===== config.mk =====
export PLATFORM = sky130hd
export DESIGN_NAME = str_pkt_rr_arb
export DESIGN_NICKNAME = d
export VERILOG_FILES = /design/src/rtl/str_pkt_rr_arb.sv
export SDC_FILE = /design/constraint.sdc
export NUM_CORES = 1
export LEC_CHECK = 0
export BUFFER_PORTS_ARGS = -buffer_cell sky130_fd_sc_hd__buf_4
export CAP_MARGIN = 10
export CORE_MARGIN = 2
export CORE_UTILIZATION = 46
export CTS_CLUSTER_DIAMETER = 60
export CTS_CLUSTER_SIZE = 16
export DETAILED_ROUTE_END_ITERATION = 8
export PLACE_DENSITY = 0.87
export SYNTH_ARGS = -nofsm -noshare
export SYNTH_HDL_FRONTEND = slang
export SYNTH_SLANG_ARGS = --single-unit

===== constraint.sdc =====
create_clock -name clk -period 3.6 [get_ports clk]
set_input_delay 0.72 -clock clk [delete_from_list [all_inputs] [get_ports clk]]
set_output_delay 0.72 -clock clk [all_outputs]
set_load 0.1 [all_outputs]

===== src/rtl/str_pkt_rr_arb.sv =====
// Round-robin arbiter that shares one downstream stream unit between CH
// upstream requesters. The selected beat is captured in a forward register
// slice and tagged with its source index, so a downstream demux can route
// the results back.
//
// Ports:
//   clk, rst_n      clock (rising edge), asynchronous active-low reset
//   idata[CH]       upstream data, one word per channel
//   ilast, ivalid   upstream packet-last and valid, one bit per channel
//   iready          upstream ready, at most one bit high per cycle
//   odata, olast    registered data and last of the selected beat
//   oid             source channel of the current output beat
//   ovalid, oready  downstream handshake
//
// PKT=1 holds the grant on a channel until its ilast beat is accepted.
// PKT=0 re-arbitrates on every beat.
module str_pkt_rr_arb #(
    parameter int CH  = 4,
    parameter int DW  = 16,
    parameter bit PKT = 1'b1,
    localparam int IW = $clog2(CH)
) (
    input  logic          clk,
    input  logic          rst_n,
    input  logic [DW-1:0] idata [CH],
    input  logic [CH-1:0] ilast,
    input  logic [CH-1:0] ivalid,
    output logic [CH-1:0] iready,
    output logic [DW-1:0] odata,
    output logic          olast,
    output logic [IW-1:0] oid,
    output logic          ovalid,
    input  logic          oready
);

    if (CH < 2) begin : g_bad_ch
        $error("str_pkt_rr_arb: CH must be >= 2");
    end

    logic          locked;
    logic [IW-1:0] gnt;
    logic [IW-1:0] ptr;
    logic [IW-1:0] pick;
    logic [IW-1:0] idx;
    logic [IW-1:0] sel;
    logic          found;
    logic          space;
    logic          ish;

    // Forward register slice: a new beat may enter whenever the slot is
    // empty or is being drained in the same cycle.
    assign space = ~ovalid | oready;

    // Search from the channel just after the last packet owner, so the
    // owner of the last completed packet ends up with the lowest priority.
    always_comb begin
        pick  = gnt;
        idx   = '0;
        found = 1'b0;
        for (int k = 1; k <= CH; k++) begin
            idx = IW'((int'(ptr) + k) % CH);
            if (!found && ivalid[idx]) begin
                found = 1'b1;
                pick  = idx;
            end
        end
    end

    assign sel = locked ? gnt : pick;

    // A locked channel sees iready even while its ivalid is low, so the
    // grant is kept across gaps inside a packet.
    for (genvar i = 0; i < CH; i++) begin : g_rdy
        assign iready[i] = space & (IW'(i) == sel) & (locked | ivalid[i]);
    end

    assign ish = |(ivalid & iready);

    always_ff @(posedge clk or negedge rst_n) begin
        if (!rst_n) begin
            odata  <= '0;
            olast  <= 1'b0;
            oid    <= '0;
            ovalid <= 1'b0;
            locked <= 1'b0;
            gnt    <= '0;
            ptr    <= IW'(CH - 1);
        end else if (ish) begin
            odata  <= idata[sel];
            olast  <= ilast[sel];
            oid    <= sel;
            ovalid <= 1'b1;
            gnt    <= sel;
            if (PKT) begin
                locked <= ~ilast[sel];
                if (ilast[sel]) ptr <= sel;
            end else begin
                locked <= 1'b0;
                ptr    <= sel;
            end
        end else if (oready) begin
            ovalid <= 1'b0;
        end
    end

endmodule


Yosys cells after proc, flatten, opt, wreduce, memory -nomap -nowiden:

Cells that the tools add are included.

* input port bits: 75
* output and inout bits: 24
* register bits after elaboration: 23
* word-level logic and storage cells: 69

* add/subtract/negate cells: 4
* multiplexer cells: 23
* equal/unequal tests: 3
* reduce and logical (&&, ||, !) cells: 10
* bitwise operators: 17
* magnitude comparators: 6

Operators with widths (count)
* $bmux 16 s2: 1
* $mux 16: 2
* $lt 2x3->1 const B: 5
* $bmux 1 s2: 5
* $mux 1: 10
* $mux 2: 5
* $and 1x1->1: 8
* $or 1x1->1: 5
* $add 2x1->2 const B: 2
* $add 2x2->2 const B: 2
* $and 4x4->4: 1
* $eq 2x2->1 const A: 2
* $reduce_or 4->1: 1
* $ge 3x3->1 const B: 1
* $logic_and 1x1->1: 3
* $logic_not 1->1: 3
* $not 2->3: 1
* $eq 1x2->1 const A: 1
* $logic_not 2->1: 1
* $not 1->1: 2
* $reduce_and 2->1: 1
* $reduce_bool 2->1: 1

Logic depth before layout (Yosys ltp):

* word-level depth: 20
* depth in mapped cells: 9

Worst setup path before layout:

No wires, ideal clock.

* path type: in2out
* start point: in ivalid[1]
* end point: out iready[3]
* cell stages on the path: 9
* setup slack: -0.631 ns
* required time: 2.880 ns
* data arrival time: 3.511 ns
* path through: buf_2 > nor2b_1 > a32o_1 > a21o_1 > buf_4 > buf_2 > nor2_1 > o21ai_0 > a21oi_1

* longest elaborated chain between the ends: 16
* elaborated cells between the ends (all ways): 25
* classes of those cells: eq/ne: 1; mux: 16; bitwise: 2; reduce/logical: 6

RTL lines
* from (decl): RTL line 27 `input logic [CH-1:0] ivalid,`
* $bmux 1 s2: RTL line 62 `if (!found && ivalid[idx]) begin`
* $mux 1 (not written as such): RTL line 62
* $mux 1: RTL line 62
* $logic_not 1->1: RTL line 62
* $logic_and 1x1->1: RTL line 62
* $mux 1: RTL line 62
* $logic_not 1->1: RTL line 62
* $logic_and 1x1->1: RTL line 62
* $mux 1: RTL line 62
* $logic_not 1->1: RTL line 62
* $logic_and 1x1->1: RTL line 62
* $mux 2 *: RTL line 62
* $mux 2 *: RTL line 69 `assign sel = locked ? gnt : pick;`
* $eq 2x2->1 *: RTL line 74 `assign iready[i] = space & (IW'(i) == sel) & (locked | ivalid[i]);`
* $and 1x1->1 * (2 in series): RTL line 74
* to (decl): RTL line 28 `output logic [CH-1:0] iready,`

Mark *: on every way between the ends. The rest lies on a longest branch, timed or not. The select of a mux whose other input is x is not followed.

Final worst setup path:

* start point: in ivalid[3]
* end point: out iready[1]

* longest elaborated chain between the ends: 16
* elaborated cells between the ends (all ways): 25
* classes of those cells: eq/ne: 1; mux: 16; bitwise: 2; reduce/logical: 6

RTL lines (RTL line)
* $bmux 1 s2: 62
* $mux 1 (not written as such): 62
* $mux 1: 62
* $logic_not 1->1: 62
* $logic_and 1x1->1: 62
* $mux 1: 62
* $logic_not 1->1: 62
* $logic_and 1x1->1: 62
* $mux 1: 62
* $logic_not 1->1: 62
* $logic_and 1x1->1: 62
* $mux 2 *: 62
* $mux 2 *: 69
* $eq 1x2->1 *: 74
* $and 1x1->1 * (2 in series): 74

Marks and branches as above.

==> results.sh <==
export IMPL_ioPinCount=99
export IMPL_syn_cell_area_sq_um=1896
export IMPL_cts_htree_levels=1
export IMPL_hold_buffers=0
export IMPL_fmax_ghz=0.3072
export IMPL_slew_viol_final=0
export IMPL_path_clk_slew_ns=0.08
export IMPL_layout_drive_gt1_share_pct=52.12
export IMPL_ctsRootBufferMaster="clkbuf_8"
export IMPL_antenna_found_initial=0
export IMPL_ys_seq_area_share_pct=30.50
export IMPL_core_sq_um=3971
export IMPL_vias_per_cell=5.369
export IMPL_place_hpwl_mm=3.627
export IMPL_worstPathCellList="buf_4, or3b_1, a2111o_1, nand3_2, o221ai_2, nand2_4, o2111a_2, buf_4"
export IMPL_startpoint_type="input pin"
export IMPL_reg2reg_slack_ns=0.72
export IMPL_die_h_um=68.20
export IMPL_post_drt_wl_per_cell_um=14.81
export IMPL_most_common_layout_cells="buf_4, mux2i_1, dfrtp_1, mux2_4"
export IMPL_row_count=23
export IMPL_drt_iter0_markers=123
export IMPL_dp_worst_setup_slack_ns=0.3312
export IMPL_critPathLaunch="ivalid[3]"
export IMPL_rsz0062_at_grt="no"
export IMPL_cpPeakStageDelay_ns=0.37
export IMPL_grt_usage_pct=19.57
export IMPL_final_common_cell="buf_4"
export IMPL_cts_path_max_buffers=2
export IMPL_antennaDiodeCount=0
export IMPL_synth_edff_count=0
export IMPL_dieArea_sq_um=4651
export IMPL_tightestPinTransition_ns=0.4707
export IMPL_maxCapViolations=0
export IMPL_chipWidth_um=68.20
export IMPL_ant_nets=0
export IMPL_r2r_start="ptr[1]"
export IMPL_final_cells=309
export IMPL_timing_rr_end="odata[15]"
export IMPL_place_inst=305
export IMPL_cts_resized=0
export IMPL_cts_tree="built"
export IMPL_hold_path_class="input pin to async pin"
export IMPL_required_ns=2.88
export IMPL_numCtsBuffers=3
export IMPL_fin_ws_ns=0.3453
export IMPL_syn_nets=243
export IMPL_numPortBuffers=98
export IMPL_synth_top_flop_cell="dfrtp_1"
export IMPL_cp_top_family="compound AO/OA/AOI/OAI gates"
export IMPL_yosysWarnings=0
export IMPL_fin_crit_sh_pct=90.41
export IMPL_status="finished clean"
export IMPL_cts_sinks=23
export IMPL_ys_async_sr_fraction_pct=100.0
export IMPL_synthDistinctLibCells=46
export IMPL_grt_pass1_wl_mm=6.865
export IMPL_clock_latency_ns=0.26
export IMPL_rr_worst_depth=8
export IMPL_drc=0
export IMPL_post_cts_buffers=0
export IMPL_setup_viol=0
export IMPL_nets=335
export IMPL_finalClockSkew_ns=0.003017
export IMPL_place_congestion=0.8642
export IMPL_path_class="input pin to output port"
export IMPL_grt_pass1_vias=1499
export IMPL_overflow=0
export IMPL_ys_ff_latch=23
export IMPL_area_delta_synth_final_pct=40.20
export IMPL_vias=1659
export IMPL_min_period_ns=3.255
export IMPL_grt_max_degree=24
export IMPL_synth_avg_cell_area_sq_um=11.28
export IMPL_slew_headroom_pct=68.62
export IMPL_critPathCaptureType="output port"
export IMPL_cp_slowest_cell="a2111o_1"
export IMPL_routed_wl_mm=4.575
export IMPL_arrival_ns=2.53
export IMPL_path_max_fanout=12
export IMPL_start_util_pct=47.73
export IMPL_firstDrtPassIters=4
export IMPL_finalHoldViolations=0
export IMPL_netlist_instances=168
export IMPL_cp_common_cell="buf_4"
export IMPL_crit_buf_inv=2
area by class of cell:
| type | count | area [sq um] |
|---|---|---|
| clock buffer | 3 | 41.29 |
| fill | 337 | 1314 |
| clock inverter | 1 | 5.005 |
| tap | 50 | 62.56 |
| timing repair buffer | 102 | 765.7 |
| inverter | 3 | 11.26 |
| multi-input combinational | 127 | 1194 |
| sequential | 23 | 578.1 |
Yosys cell counts, types with 2 or more instances:
cell	count	area share, %
mux2i_1	51	27
dfrtp_1	21	28
mux2_4	16	13
buf_2	7	1.8
a21oi_1	6	1.6
nand2_1	5	0.99
o21ai_0	5	1.3
nor2_1	4	0.79
buf_4	3	1.2
inv_1	3	0.59
a21o_1	2	0.79
a22o_1	2	0.92
a31oi_1	2	0.66
buf_6	2	1.2
dfstp_2	2	2.8
nand2b_1	2	0.66
nand3_1	2	0.53
nand3b_1	2	0.79
nor2b_1	2	0.66
nor3_1	2	0.53
nor4_1	2	0.66
state kept, by name (all words and copies together) (netlist names):
register,cells
olast,1
odata,16
ovalid,1
oid,2
locked,1
ptr,2
worst max path at each step:
stage	end	slack [ns]	cells past startpoint
2_1_floorplan	iready[0]	-0.46	8
3_3_place_gp	iready[1]	0.34	8
3_5_place_dp	iready[1]	0.33	8
4_1_cts	iready[1]	0.34	8
5_1_grt	iready[3]	0.20	7
6_report	iready[1]	0.35	8
cells by family after synthesis:
kind of cell / count (synthesis) / synth area share [%]
muxes: 69 / 40.79
AOI/OAI and AO/OA: 28 / 12.08
DFF: 23 / 30.49
buffers and inverters: 18 / 6.864
and+or+nand+nor: 30 / 9.769
metal layers:
layer	vias up	global-route usage (%)	wire, um
met5	-	0	0
met3	4	4.276	236
met2	52	32.89	2368
met1	793	25.88	1939
met4	0	4.000	30
li1	810	-	-
through the flow:
step	hold slack, ns	TNS, ns	instance area [sq um]	util (%)
3_3_place_gp	0.4607	0	2611	65.75
4_1_cts	0.3391	0	2658	66.92
2_1_floorplan	0.4244	-0.9392	1901	-
5_1_grt	0.3509	0	2658	66.92
3_5_place_dp	0.4742	0	2611	65.75
6_report	0.3291	0	2658	66.92
Power is not shown: default switching activity piles up to over one toggle a cycle in this logic, so the estimate is an artifact.
